`src/rtl/fetch_buffer_pkg.sv`:
```
// Shared pipeline definitions: fetch FSM encoding and the canonical NOP word.
package fetch_buffer_pkg;

  typedef enum logic [1:0] {
    ST_IDLE = 2'd0,
    ST_WAIT = 2'd1,
    ST_DROP = 2'd2
  } fetch_state_e;

  localparam logic [31:0] NOP_INST = 32'h0000_0013;

endpackage

```
`src/rtl/fetch_fifo.sv`:
```
// Instruction queue of {pc, inst} entries with a registered occupancy count.
module fetch_fifo #(
  parameter int DEPTH = 4
) (
  input  logic                   i_clk,
  input  logic                   i_rst,
  input  logic                   i_clr,
  input  logic                   i_push,
  input  logic [31:0]            i_push_pc,
  input  logic [31:0]            i_push_inst,
  input  logic                   i_pop,
  output logic [$clog2(DEPTH):0] o_count,
  output logic                   o_valid,
  output logic [31:0]            o_head_pc,
  output logic [31:0]            o_head_inst
);

  localparam int AW = $clog2(DEPTH);

  logic [AW-1:0] r_wr_ptr;
  logic [AW-1:0] r_rd_ptr;
  logic [AW:0]   r_count;
  logic [31:0]   r_pc_mem   [DEPTH];
  logic [31:0]   r_inst_mem [DEPTH];

  // Pointers wrap naturally because DEPTH is a power of two.
  always_ff @(posedge i_clk or posedge i_rst) begin
    if (i_rst) begin
      r_wr_ptr <= '0;
      r_rd_ptr <= '0;
      r_count  <= '0;
    end else if (i_clr) begin
      r_wr_ptr <= '0;
      r_rd_ptr <= '0;
      r_count  <= '0;
    end else begin
      if (i_push) r_wr_ptr <= r_wr_ptr + 1'b1;
      if (i_pop)  r_rd_ptr <= r_rd_ptr + 1'b1;
      case ({i_push, i_pop})
        2'b10:   r_count <= r_count + 1'b1;
        2'b01:   r_count <= r_count - 1'b1;
        default: r_count <= r_count;
      endcase
    end
  end

  always_ff @(posedge i_clk) begin
    if (i_push && !i_clr) begin
      r_pc_mem[r_wr_ptr]   <= i_push_pc;
      r_inst_mem[r_wr_ptr] <= i_push_inst;
    end
  end

  assign o_count     = r_count;
  assign o_valid     = (r_count != '0);
  assign o_head_pc   = o_valid ? r_pc_mem[r_rd_ptr]   : '0;
  assign o_head_inst = o_valid ? r_inst_mem[r_rd_ptr] : '0;

endmodule

```
`src/rtl/fetch_buffer.sv`:
```
// Instruction prefetch: issues sequential fetches into a small queue, redirects on flush.
//   IDLE | no request outstanding (queue full or just redirected)
//   WAIT | request outstanding, returned word will be queued
//   DROP | request outstanding, returned word is stale and discarded
module fetch_buffer
  import fetch_buffer_pkg::*;
#(
  parameter int          DEPTH    = 4,
  parameter logic [31:0] RESET_PC = 32'h0000_0000
) (
  input  logic        i_clk,
  input  logic        i_rst,
  input  logic        i_flush,
  input  logic [31:0] i_flush_pc,
  output logic        mem_req,
  output logic [31:0] mem_addr,
  input  logic        i_mem_ack,
  input  logic [31:0] i_mem_data,
  output logic        valid,
  output logic [31:0] pc,
  output logic [31:0] inst,
  input  logic        i_ready
);

  localparam int             CW      = $clog2(DEPTH) + 1;
  localparam logic [CW-1:0]  FULL    = CW'(DEPTH);
  localparam logic [CW-1:0]  FULL_M1 = CW'(DEPTH - 1);

  fetch_state_e  r_state;
  fetch_state_e  w_state_nxt;
  logic [31:0]   r_mem_addr;
  logic [31:0]   r_next_pc;
  logic          w_load;
  logic          w_pop;
  logic          w_push;
  logic          w_room;
  logic [CW-1:0] w_count;

  assign w_pop  = valid && i_ready && !i_flush;
  assign w_push = (r_state == ST_WAIT) && i_mem_ack && !i_flush;
  // Space left after this cycle's push (and optional pop): count + 1 - pop < DEPTH.
  assign w_room = w_pop ? (w_count < FULL) : (w_count < FULL_M1);

  fetch_fifo #(.DEPTH(DEPTH)) u_fifo (
    .i_clk       (i_clk),
    .i_rst       (i_rst),
    .i_clr       (i_flush),
    .i_push      (w_push),
    .i_push_pc   (r_mem_addr),
    .i_push_inst (i_mem_data),
    .i_pop       (w_pop),
    .o_count     (w_count),
    .o_valid     (valid),
    .o_head_pc   (pc),
    .o_head_inst (inst)
  );

  always_comb begin
    w_state_nxt = r_state;
    w_load      = 1'b0;
    case (r_state)
      ST_IDLE: begin
        if (!i_flush && (w_count < FULL)) begin
          w_state_nxt = ST_WAIT;
          w_load      = 1'b1;
        end
      end
      ST_WAIT: begin
        if (i_flush) begin
          w_state_nxt = i_mem_ack ? ST_IDLE : ST_DROP;
        end else if (i_mem_ack) begin
          if (w_room) begin
            w_load = 1'b1;
          end else begin
            w_state_nxt = ST_IDLE;
          end
        end
      end
      ST_DROP: begin
        if (i_mem_ack) w_state_nxt = ST_IDLE;
      end
      default: w_state_nxt = ST_IDLE;
    endcase
  end

  always_ff @(posedge i_clk or posedge i_rst) begin
    if (i_rst) begin
      r_state    <= ST_IDLE;
      r_mem_addr <= '0;
      r_next_pc  <= RESET_PC;
    end else begin
      r_state <= w_state_nxt;
      if (i_flush) begin
        r_next_pc <= i_flush_pc;
      end else if (w_load) begin
        r_mem_addr <= r_next_pc;
        r_next_pc  <= r_next_pc + 32'd4;
      end
    end
  end

  assign mem_req  = (r_state != ST_IDLE);
  assign mem_addr = r_mem_addr;

endmodule

```
`config.mk`:
```
export PLATFORM = sky130hd
export DESIGN_NAME = fetch_buffer
export DESIGN_NICKNAME = d
export VERILOG_FILES = /design/src/rtl/fetch_buffer_pkg.sv /design/src/rtl/fetch_fifo.sv /design/src/rtl/fetch_buffer.sv
export SDC_FILE = /design/constraint.sdc
export NUM_CORES = 1
export LEC_CHECK = 0
export ABC_CLOCK_PERIOD_IN_PS = 4000
export BUFFER_PORTS_ARGS = -buffer_cell sky130_fd_sc_hd__buf_2
export CORE_ASPECT_RATIO = 1.2
export CORE_MARGIN = 2
export CORE_UTILIZATION = 50
export CTS_CLUSTER_SIZE = 25
export DETAILED_ROUTE_END_ITERATION = 10
export PLACE_DENSITY = 0.77
export SLEW_MARGIN = 20
export SYNTH_ARGS = -nofsm -noshare
export SYNTH_HDL_FRONTEND = slang
export SYNTH_SLANG_ARGS = --single-unit
```
`constraint.sdc`:
```
create_clock -name i_clk -period 4 [get_ports i_clk]
set_clock_uncertainty 0.15 [all_clocks]
set_input_delay 0.2 -clock i_clk [delete_from_list [all_inputs] [get_ports i_clk]]
set_output_delay 0.2 -clock i_clk [all_outputs]
set_load 0.01 [all_outputs]
```
Word level (Yosys, flattened, before mapping)
Memories as Yosys holds them, arrays and structs flattened.
Cells that the tools add are included.
{"block": "word_totals", "regBits": 73, "latchBits": 0, "ram_bits": 256, "romBits": 0, "output_inout_bits": 98, "word_cells": 65, "mem_count": 2}
{"name": "u_fifo.r_inst_mem", "depth": 4, "word_bits": 32, "rd": 1, "rd_ports_with_merged_regs": 0, "wr": 1, "line": "fetch_fifo.sv:24", "text": "logic [31:0] r_inst_mem [DEPTH];"}
{"name": "u_fifo.r_pc_mem", "depth": 4, "word_bits": 32, "rd": 1, "rd_ports_with_merged_regs": 0, "wr": 1, "line": "fetch_fifo.sv:23", "text": "logic [31:0] r_pc_mem [DEPTH];"}
{"block": "classes", "n_addsub": 5, "n_mul": 0, "div_mod_pow": 0, "n_lt_le_gt_ge": 2, "n_eq_ne": 8, "n_shift": 0, "muxes": 25, "n_bitwise": 1, "reduce_logical": 16}
{"op": "2-to-1 mux 32 bit", "n": 4}
{"op": "adder 32 x 3 -> 32 bit (second input constant)", "n": 1}
{"op": "2-to-1 mux 2 bit", "n": 10}
{"op": "nonzero test 2 bit", "n": 4}
{"op": "2-to-1 mux 1 bit", "n": 7}
{"op": "logical AND 1 bit", "n": 6}
{"op": "!= test 3 bit (second input constant)", "n": 2}
{"op": "one-hot mux 2 bit (3 select lines)", "n": 1}
{"op": "one-hot mux 3 bit (2 select lines)", "n": 1}
{"op": "nonzero test 3 bit", "n": 2}
{"op": "adder 2 x 1 -> 2 bit (second input constant)", "n": 2}
{"op": "== test 2 x 1 -> 1 bit (second input constant)", "n": 2}
{"op": "== test 2 bit (second input constant)", "n": 2}
{"op": "!= test 2 bit (second input constant)", "n": 2}
{"op": "AND reduction 4 bit", "n": 1}
{"op": "adder 3 x 1 -> 3 bit (second input constant)", "n": 1}
{"op": "less-than comparator 3 x 2 -> 1 bit (second input constant)", "n": 1}
{"op": "less-than comparator 3 bit (second input constant)", "n": 1}
{"op": "2-to-1 mux 3 bit", "n": 1}
{"op": "subtractor 3 x 1 -> 3 bit (second input constant)", "n": 1}
{"op": "zero test 2 bit", "n": 1}
{"op": "one-hot mux 1 bit (2 select lines)", "n": 1}
{"op": "AND reduction 2 bit", "n": 1}
{"op": "zero test 1 bit", "n": 1}
{"op": "NOT 1 bit", "n": 1}

Longest topological paths before layout
Gate-level depths: netlist of the first run.
{"block": "depth", "depth_word": 10, "depth_mapped": 9, "mapped_depth_nobuf": 7}

Cells and area by module
Synthesis of the first run repeated with hierarchy kept, for this count alone.
{"block": "unflattened", "hier_cells": 813, "area_unflattened_um2": 13412.9}
{"mod": "fetch_fifo", "instances": 1, "cells_per_inst": 448, "area_per_inst_um2": 10093.4, "seq_area_each_um2": 7862.5}
{"mod": "fetch_buffer", "instances": 1, "cells_per_inst": 365, "area_per_inst_um2": 3319.4, "seq_area_each_um2": 1651.6}

Least setup slack after synthesis of the first run
Ideal clock, no wire load.
{"block": "synth_path", "path_type": "register -> register", "startpoint": "reg r_state[1]", "endpoint": "mem u_fifo.r_inst_mem[0][0], enable pin", "arrival_time_ns": 2.332, "slack_ns": 1.089, "stages_incl_launch_ff": 3, "cell_sequence": "dfrtp_1 -> and4bb_2 -> and2_1"}
{"block": "synth_via", "elab_chain_cells": 6}
{"item": "start, declared", "line": "fetch_buffer.sv:29", "text": "fetch_state_e r_state;"}
{"item": "start signal, assigned", "line": "fetch_buffer.sv:92", "text": "r_state <= w_state_nxt;"}
{"item": "== test 2 x 1 -> 1 bit", "line": "fetch_buffer.sv:40", "text": "assign w_push = (r_state == ST_WAIT) && i_mem_ack && !i_flush;"}
{"item": "logical AND 1 bit (2 in a row)", "line": "fetch_buffer.sv:40"}
{"item": "logical AND 1 bit", "line": "fetch_fifo.sv:48", "text": "if (i_push && !i_clr) begin"}
{"item": "2-to-1 mux 1 bit", "line": "fetch_fifo.sv:48"}
{"item": "2-to-1 mux 1 bit (not written as such)", "line": "fetch_fifo.sv:50", "text": "r_inst_mem[r_wr_ptr] <= i_push_inst;"}
{"item": "end, declared", "line": "fetch_fifo.sv:24"}
No other way between the ends.

Worst setup path after layout of the first run
{"block": "layout_path", "startpoint": "reg u_fifo.r_count[2] (netlist: u_fifo.o_count[2])", "endpoint": "out pc[31]"}
{"block": "layout_via", "elab_chain_cells": 2}
{"item": "start, declared", "line": "fetch_fifo.sv:22", "text": "logic [AW:0] r_count;"}
{"item": "start signal, assigned", "line": "fetch_fifo.sv:40", "text": "2'b10: r_count <= r_count + 1'b1;"}
{"item": "start signal, assigned", "line": "fetch_fifo.sv:41", "text": "2'b01: r_count <= r_count - 1'b1;"}
{"item": "start signal, assigned", "line": "fetch_fifo.sv:42", "text": "default: r_count <= r_count;"}
{"item": "nonzero test 3 bit", "line": "fetch_fifo.sv:55", "text": "assign o_valid = (r_count != '0);"}
{"item": "2-to-1 mux 32 bit", "line": "fetch_fifo.sv:56", "text": "assign o_head_pc = o_valid ? r_pc_mem[r_rd_ptr] : '0;"}
{"item": "end, declared", "line": "fetch_buffer.sv:20", "text": "output logic [31:0] pc,"}
No other way between the ends.

==> metrics.md, run 1 <==
| Metric | Value |
|---|---|
| Status | `finished with violations` |
| Failing checks | `antenna violations` |
| Kind of end point of the critical path | `output pin` |
| Mapped Cells | `817` |
| Via count | `8000` |
| I/O pin count | `167` |
| Final Hold Fails | `0` |
| Worst Tran Pin Value | `1.04 ns` |
| Clock Latency Late Sink | `0.50 ns` |
| WP data required | `3.65 ns` |
| Post-synthesis share of cell area spent on xor and xnor gates | `0.720%` |
| Grt ovf | `0` |
| Post-Synth Adder-Cell Area | `0.617%` |
| Layout fillers | `1890` |
| CP startpoint | `u_fifo.o_count[2]` |
| Kind of critical path | `reg2out` |
| Relative slew slack | `30.6%` |
| Synth Cell Area | `13400 um^2` |
| Total power | `8.71 mW` |
| Clk network pwr share | `34.4%` |
| Synth Area in Compound Gates | `4.47%` |
| Post-layout min period | `2.89 ns` |
| Die area | `28100 um^2` |
| Total negative slack | `0 ns` |
| Largest net degree at the start of global routing | `66` |
| Sequential area share after synthesis | `71.1%` |
| Synth Warn # | `0` |
| Core area | `26300 um^2` |
| Clock Sinks | `329` |
| Die Wd | `153 um` |
| Post-detailed-routing wire length | `28900 um` |
| Layout cell share with drive strength beyond 1 | `29.0%` |
| Max_cap viols | `0` |
| Tightest Hold Check Type | `in2reg` |
| Synth Area in Simple Gates | `9.78%` |
| Largest family of logic cells by synthesized area | `multiplexers` |
| R2R Path Start | `r_state[1]` |
| R2R setup slack | `1.26 ns` |
| R2R depth | `5` |
| CTS Buf Count | `34` |
| 1st-iter DRT viols | `570` |
| Max Slew Vio Count | `0` |
| Synth Net Count | `892` |
| Share of power burned in registers | `49.1%` |
| Startpoint type of the worst setup path | `flip-flop` |
| Pwr Density | `533 nW/um^2` |
| # H-tree levels | `2` |
| Starting density of the core | `50.9%` |
| Mean Syn Cell Area | `16.4 um^2` |
| EDFF count, synth | `256` |
| Crit share post-route | `72.3%` |
| Gr usage total | `20.7%` |
| Mux contribution to synthesized area | `11.3%` |
| Commonest non-fill, non-tap cell in the layout | `edfxtp_1` |
| Crit Path Max Fanout | `39` |
| Logic pwr share | `16.5%` |
| CTS Buffer Depth | `3` |
| Top achievable clock speed | `346 MHz` |
| CP Data Arrival Time | `2.54 ns` |
| Post-synth ARST share | `22.2%` |
| Clk root buf | `clkbuf_16` |
| Routability cong. | `0.837` |
| P&R area growth vs syn | `22.1%` |
| Nets | `1134` |
| Initial antenna violation count | `1` |
| Clock slew at reported path FFs | `0.06 ns` |
| Dominant synthesized flop cell | `edfxtp_1` |
| Worst setup path end | `pc[31]` |
| CTS tree | `done` |
| Synthesis-stage register bit count | `329` |
| Most frequent cells in the layout | `edfxtp_1, buf_2, nand2_1` |
| Vias in the first global route | `8217` |
| Final setup violation count | `0` |
| Die H | `183 um` |
| Number of buffers added on ports | `166` |
| Cell Rows | `65` |
| Post-synthesis cell type count | `60` |
| Routed WL per cell | `20.3 um` |
| 1st-pass router iterations | `4` |
| Maximum vdd drop | `0.000419 V` |
| First-pass GRT wire length | `45200 um` |
| Post-route ant nets | `1` |
| Via density | `5.62` |
| RSZ-0062 raised after global routing | `no` |
| Sw power | `2.27 mW` |
| Leakage | `6.12 nW` |
| RR Endpoint | `r_next_pc[25]` |
| Switching Share | `26.1%` |
| Residual DRC | `0` |
| Internal | `6.44 mW` |
| Resize count post-CTS | `0` |
| Detailed placer's ending HPWL | `17500 um` |
through the flow:
step / cell area, um^2 / instances / hold slack [ns] / setup slack, ns / util [%]
floorplan: 13400 / 817 / 0.116 / 1.09 / -
global placement: 14500 / 1287 / 0.206 / 1.33 / 55.4
detailed placement: 14500 / 1287 / 0.210 / 1.30 / 55.4
CTS: 16300 / 1417 / 0.0151 / 1.06 / 62.1
global route: 16300 / 1418 / 0.0458 / 0.983 / 62.1
finish: 16300 / 1423 / 0.0449 / 1.11 / 62.2
cell type report:
type,count,area [um^2],area share [%]
flip-flops and latches,329,9520,58.3
multi-input cells,431,3620,22.2
diodes,6,15.0,0.0919
clock inverters,10,80.1,0.490
well taps,335,419,2.57
inverters,14,52.6,0.322
repair buffers,249,1640,10.1
clock buffers,49,983,6.02
registers in the layout, summed over array words and instances, names as in the netlist:
register,cells
mem_addr,32
u_fifo.r_wr_ptr,2
u_fifo.r_rd_ptr,2
u_fifo.r_inst_mem,128
r_state,2
r_next_pc,32
u_fifo.r_pc_mem,128
u_fifo.o_count,3
how the worst min path moves through the flow:
| stage | from | endpoint | cells after the start |
|---|---|---|---|
| after detailed placement | i_rst | u_fifo.r_wr_ptr[0] | 2 |
| final | i_flush | r_next_pc[6] | 2 |
| after floorplan | i_mem_ack | r_state[1] | 1 |
| after global routing | i_flush | r_next_pc[6] | 2 |
| after CTS | i_flush | r_next_pc[6] | 2 |
| after global placement | i_rst | u_fifo.r_wr_ptr[0] | 2 |
synth_stat cells (2+ instances only):
library cell	count	share of area, %
buf_1	2	0.056
nand3_1	14	0.52
inv_1	14	0.39
o21ai_0	26	0.97
a21oi_1	8	0.30
nor2_1	22	0.62
or3_1	2	0.094
clkbuf_8	2	0.21
mux4_2	64	11
mux2_2	3	0.25
o211ai_1	4	0.22
ha_1	5	0.47
and2_1	70	3.3
o21ai_1	3	0.11
dfrtp_1	73	14
a21o_1	7	0.39
nand4_1	10	0.47
o21a_1	3	0.17
buf_2	14	0.52
clkbuf_1	22	0.62
xor2_1	4	0.26
mux2i_1	4	0.30
nand2_1	113	3.2
and3_1	2	0.094
o31a_1	4	0.26
a221o_1	6	0.45
a2111oi_2	2	0.22
a211oi_1	4	0.22
edfxtp_1	256	57
xnor2_1	7	0.46
and4_1	3	0.20
nor3_1	10	0.37
o31ai_1	3	0.17
nor4_1	4	0.19
o22ai_1	2	0.094
power by group through the flow:
stage | clock [mW] | sequential (mW) | combinational [mW]
after global routing | 3.18 | 4.32 | 1.58
after floorplan | 0 | 4.26 | 0.874
after global placement | 0 | 4.33 | 1.38
after CTS | 3.06 | 4.28 | 1.47
final | 2.99 | 4.28 | 1.44
after detailed placement | 0 | 4.35 | 1.40
timing repair:
item                      CTS  global route
hold endpoints to repair  196             0
buffers inserted            0             0
hold buffers               71             0
per-layer routing:
layer,up-vias,GRT usage (%),wire length (um)
li1,3617,-,-
met1,4071,27.5,11600
met2,272,35.4,15100
met3,40,3.28,1650
met4,0,6.56,604
met5,-,0,0
worst max-delay path: stages (launching register included):
cell,delay [ns]
dfrtp_1,0.43
or3_2,0.87
buf_4,0.38
and2_1,0.19
buf_2,0.14
kinds of logic (layout without fill, tap and decap cells):
group,Yosys count,in the layout
DFF,329,329
and+or+nand+nor,260,260
AOI/OAI and AO/OA,83,83
muxes,71,71
buffers and inverters,57,322
xor gates and xnor gates,11,11
adders and majority gates,6,6
other,0,6
Note: power is estimated with default switching activity, not from simulation.
==> run 2: changes to the inputs <==
ABC_CLOCK_PERIOD_IN_PS = 2300   (was 4000)
PLACE_DENSITY = 0.8   (was 0.77)
clock period = 2.3 ns   (was 4 ns; I/O delays follow)
==> metrics.md, run 2 (same netlist as run 1, synthesis figures left out) <==
| Metric | Value |
|---|---|
| Worst Tran Pin Value | `0.537 ns (-0.503 ns)` |
| Die area | `28100 um^2 (unchanged)` |
| Pre-CTS setup slack | `0.138 ns (-1.16 ns)` |
| Top achievable clock speed | `427 MHz` |
| Maximum vdd drop | `0.000535 V (+28%)` |
| Die Wd | `153 um (unchanged)` |
| Grt ovf | `0 (unchanged)` |
| Fin area | `17500 um^2 (+7.2%)` |
| Most frequent cells in the layout | `edfxtp_1, buf_2, nand2_1` |
| Via count | `8311 (+3.9%)` |
| Crit share post-route | `102%` |
| Largest net degree at the start of global routing | `74 (+12%)` |
| RSZ-0062 raised after global routing | `yes` |
| Final Util | `66.6% (+4.5 points)` |
| Dpl cell area | `15000 um^2 (+3.0%)` |
| Post-detailed-routing wire length | `31100 um (+7.6%)` |
| Pwr Density | `931 nW/um^2 (+75%)` |
| Clk root buf | `clkbuf_16` |
| CTS tree | `done` |
| Core area | `26300 um^2 (unchanged)` |
| DP Cell Count | `1326 (+3.0%)` |
| Final Hold Fails | `0 (unchanged)` |
| Final setup violation count | `18 (+18)` |
| R2R Path Start | `r_state[1]` |
| Kind of end point of the critical path | `output pin` |
| Die H | `183 um (unchanged)` |
| Crit Path Max Fanout | `9 (-77%)` |
| Gr usage total | `21.4% (+0.76 points)` |
| Clock Sinks | `329 (unchanged)` |
| 1st-pass router iterations | `5 (+1)` |
| Post-layout min period | `2.34 ns` |
| Max_cap viols | `0 (unchanged)` |
| Max Slew Vio Count | `0 (unchanged)` |
| Relative slew slack | `63.9% (+33 points)` |
| Commonest non-fill, non-tap cell in the layout | `edfxtp_1` |
| Startpoint type of the worst setup path | `flip-flop` |
| # H-tree levels | `2 (unchanged)` |
| Status | `finished with violations` |
| Tightest Hold Check Type | `in2async` |
| Vias in the first global route | `8528 (+3.8%)` |
| Initial antenna violation count | `0 (-1)` |
| Routability cong. | `0.848 (+1.4%)` |
| Number of buffers added on ports | `166 (unchanged)` |
| P&R area growth vs syn | `30.9%` |
| Starting density of the core | `50.9% (unchanged)` |
| CP startpoint | `u_fifo.r_rd_ptr[0]` |
| CP Data Arrival Time | `2.07 ns (-0.47 ns)` |
| Clock Latency Late Sink | `0.50 ns (about the same)` |
| Failing checks | `negative setup slack` |
| CTS Buffer Depth | `3 (unchanged)` |
| Leakage | `6.60 nW (+7.9%)` |
| Total power | `16.3 mW (+87%)` |
| WP data required | `2.04 ns (-1.61 ns)` |
| R2R depth | `6 (+1)` |
| Post-route ant nets | `0 (-1)` |
| Residual DRC | `0 (unchanged)` |
| Clock slew at reported path FFs | `0.06 ns (about the same)` |
| Top Registers | `u_fifo.r_inst_mem x128, u_fifo.r_pc_mem x128` |
| Total negative slack | `-0.179 ns (-0.179 ns)` |
| Non-Filler Instances | `1474 (+3.6%)` |
| Via density | `5.64 (+0.29%)` |
| First-pass GRT wire length | `46700 um (+3.4%)` |
| Kind of critical path | `reg2out` |
| I/O pin count | `167 (unchanged)` |
| Hold Slack | `0.0823 ns (+0.0373 ns)` |
| Ant. Diodes | `0 (-6)` |
| 1st-iter DRT viols | `695 (+22%)` |
| Nets | `1189 (+4.9%)` |
| CTS Buf Count | `34 (unchanged)` |
| Routed WL per cell | `21.1 um (+3.8%)` |
| Layout cell share with drive strength beyond 1 | `36.7% (+7.7 points)` |
| Layout fillers | `1703 (-9.9%)` |
| Detailed placer's ending HPWL | `18600 um (+6.5%)` |
| Post-route setup slack | `-0.0398 ns (-1.15 ns)` |
| Cell Rows | `65 (unchanged)` |
==> run 2: changes by cell type in the layout (fill, tap and decap cells not counted), moves of 6 or more <==
cell,change
buf_12,+12
and2_4,+49
clkbuf_1,-6
buf_6,+53
and2_1,-49
diode_2,-6
buf_4,+28
clkinv_1,+8
buf_2,-49
==> run 2: final timing paths <==
check                                     end  slack, ns
setup / recovery                     inst[27]      -0.04
hold / removal                  r_next_pc[24]       0.08
setup reg to reg                r_next_pc[12]       0.10
hold reg to reg                   mem_addr[0]       0.34
max in group asynchronous  u_fifo.r_rd_ptr[1]       1.56
min in group i_clk              r_next_pc[20]       0.20
==> run 2: critical path, stage by stage (launching register included) <==
cell     delay (ns)
dfrtp_4        0.47
buf_4          0.25
mux4_2         0.54
and2_1         0.19
buf_2          0.14
==> run 2: final cells by class <==
type	count	area [um^2]	area share (%)
Multi-Input combinational cell	431	3760	21.5
Clock buffer	39	901	5.15
Sequential cell	329	9520	54.4
Inverter	14	52.6	0.300
Timing Repair Buffer	304	2660	15.2
Tap cell	335	419	2.39
Clock inverter	22	191	1.09
==> run 2: timing repair <==
action                                  in CTS  in global routing
setup buffers                                8                  0
cloned                                       3                  3
hold buffers                                74                  0
pin swaps                                    0                 10
endpoints found under the hold margin      237                  0
endpoints found under the setup margin      61                 65
gates resized for setup                     17                100
==> run 2: routing by layer <==
layer  track usage, %  vias up  wire length, um  share of wire, %
li1                 -     3727                -                 -
met1             28.1     4210            12500                40
met2             36.9      317            16100                52
met3             3.33       57             1690               5.4
met4             7.19        0              856               2.8
met5                0        -                0                 0
==> run 2: power breakdown <==
group          switching [mW]  leakage, nW  total [mW]  internal (mW)
combinational            1.62         2.86        3.55           1.93
sequential              0.460         3.21        7.39           6.93
clock                    2.20        0.526        5.36           3.16
total                    4.28         6.60        16.3           12.0
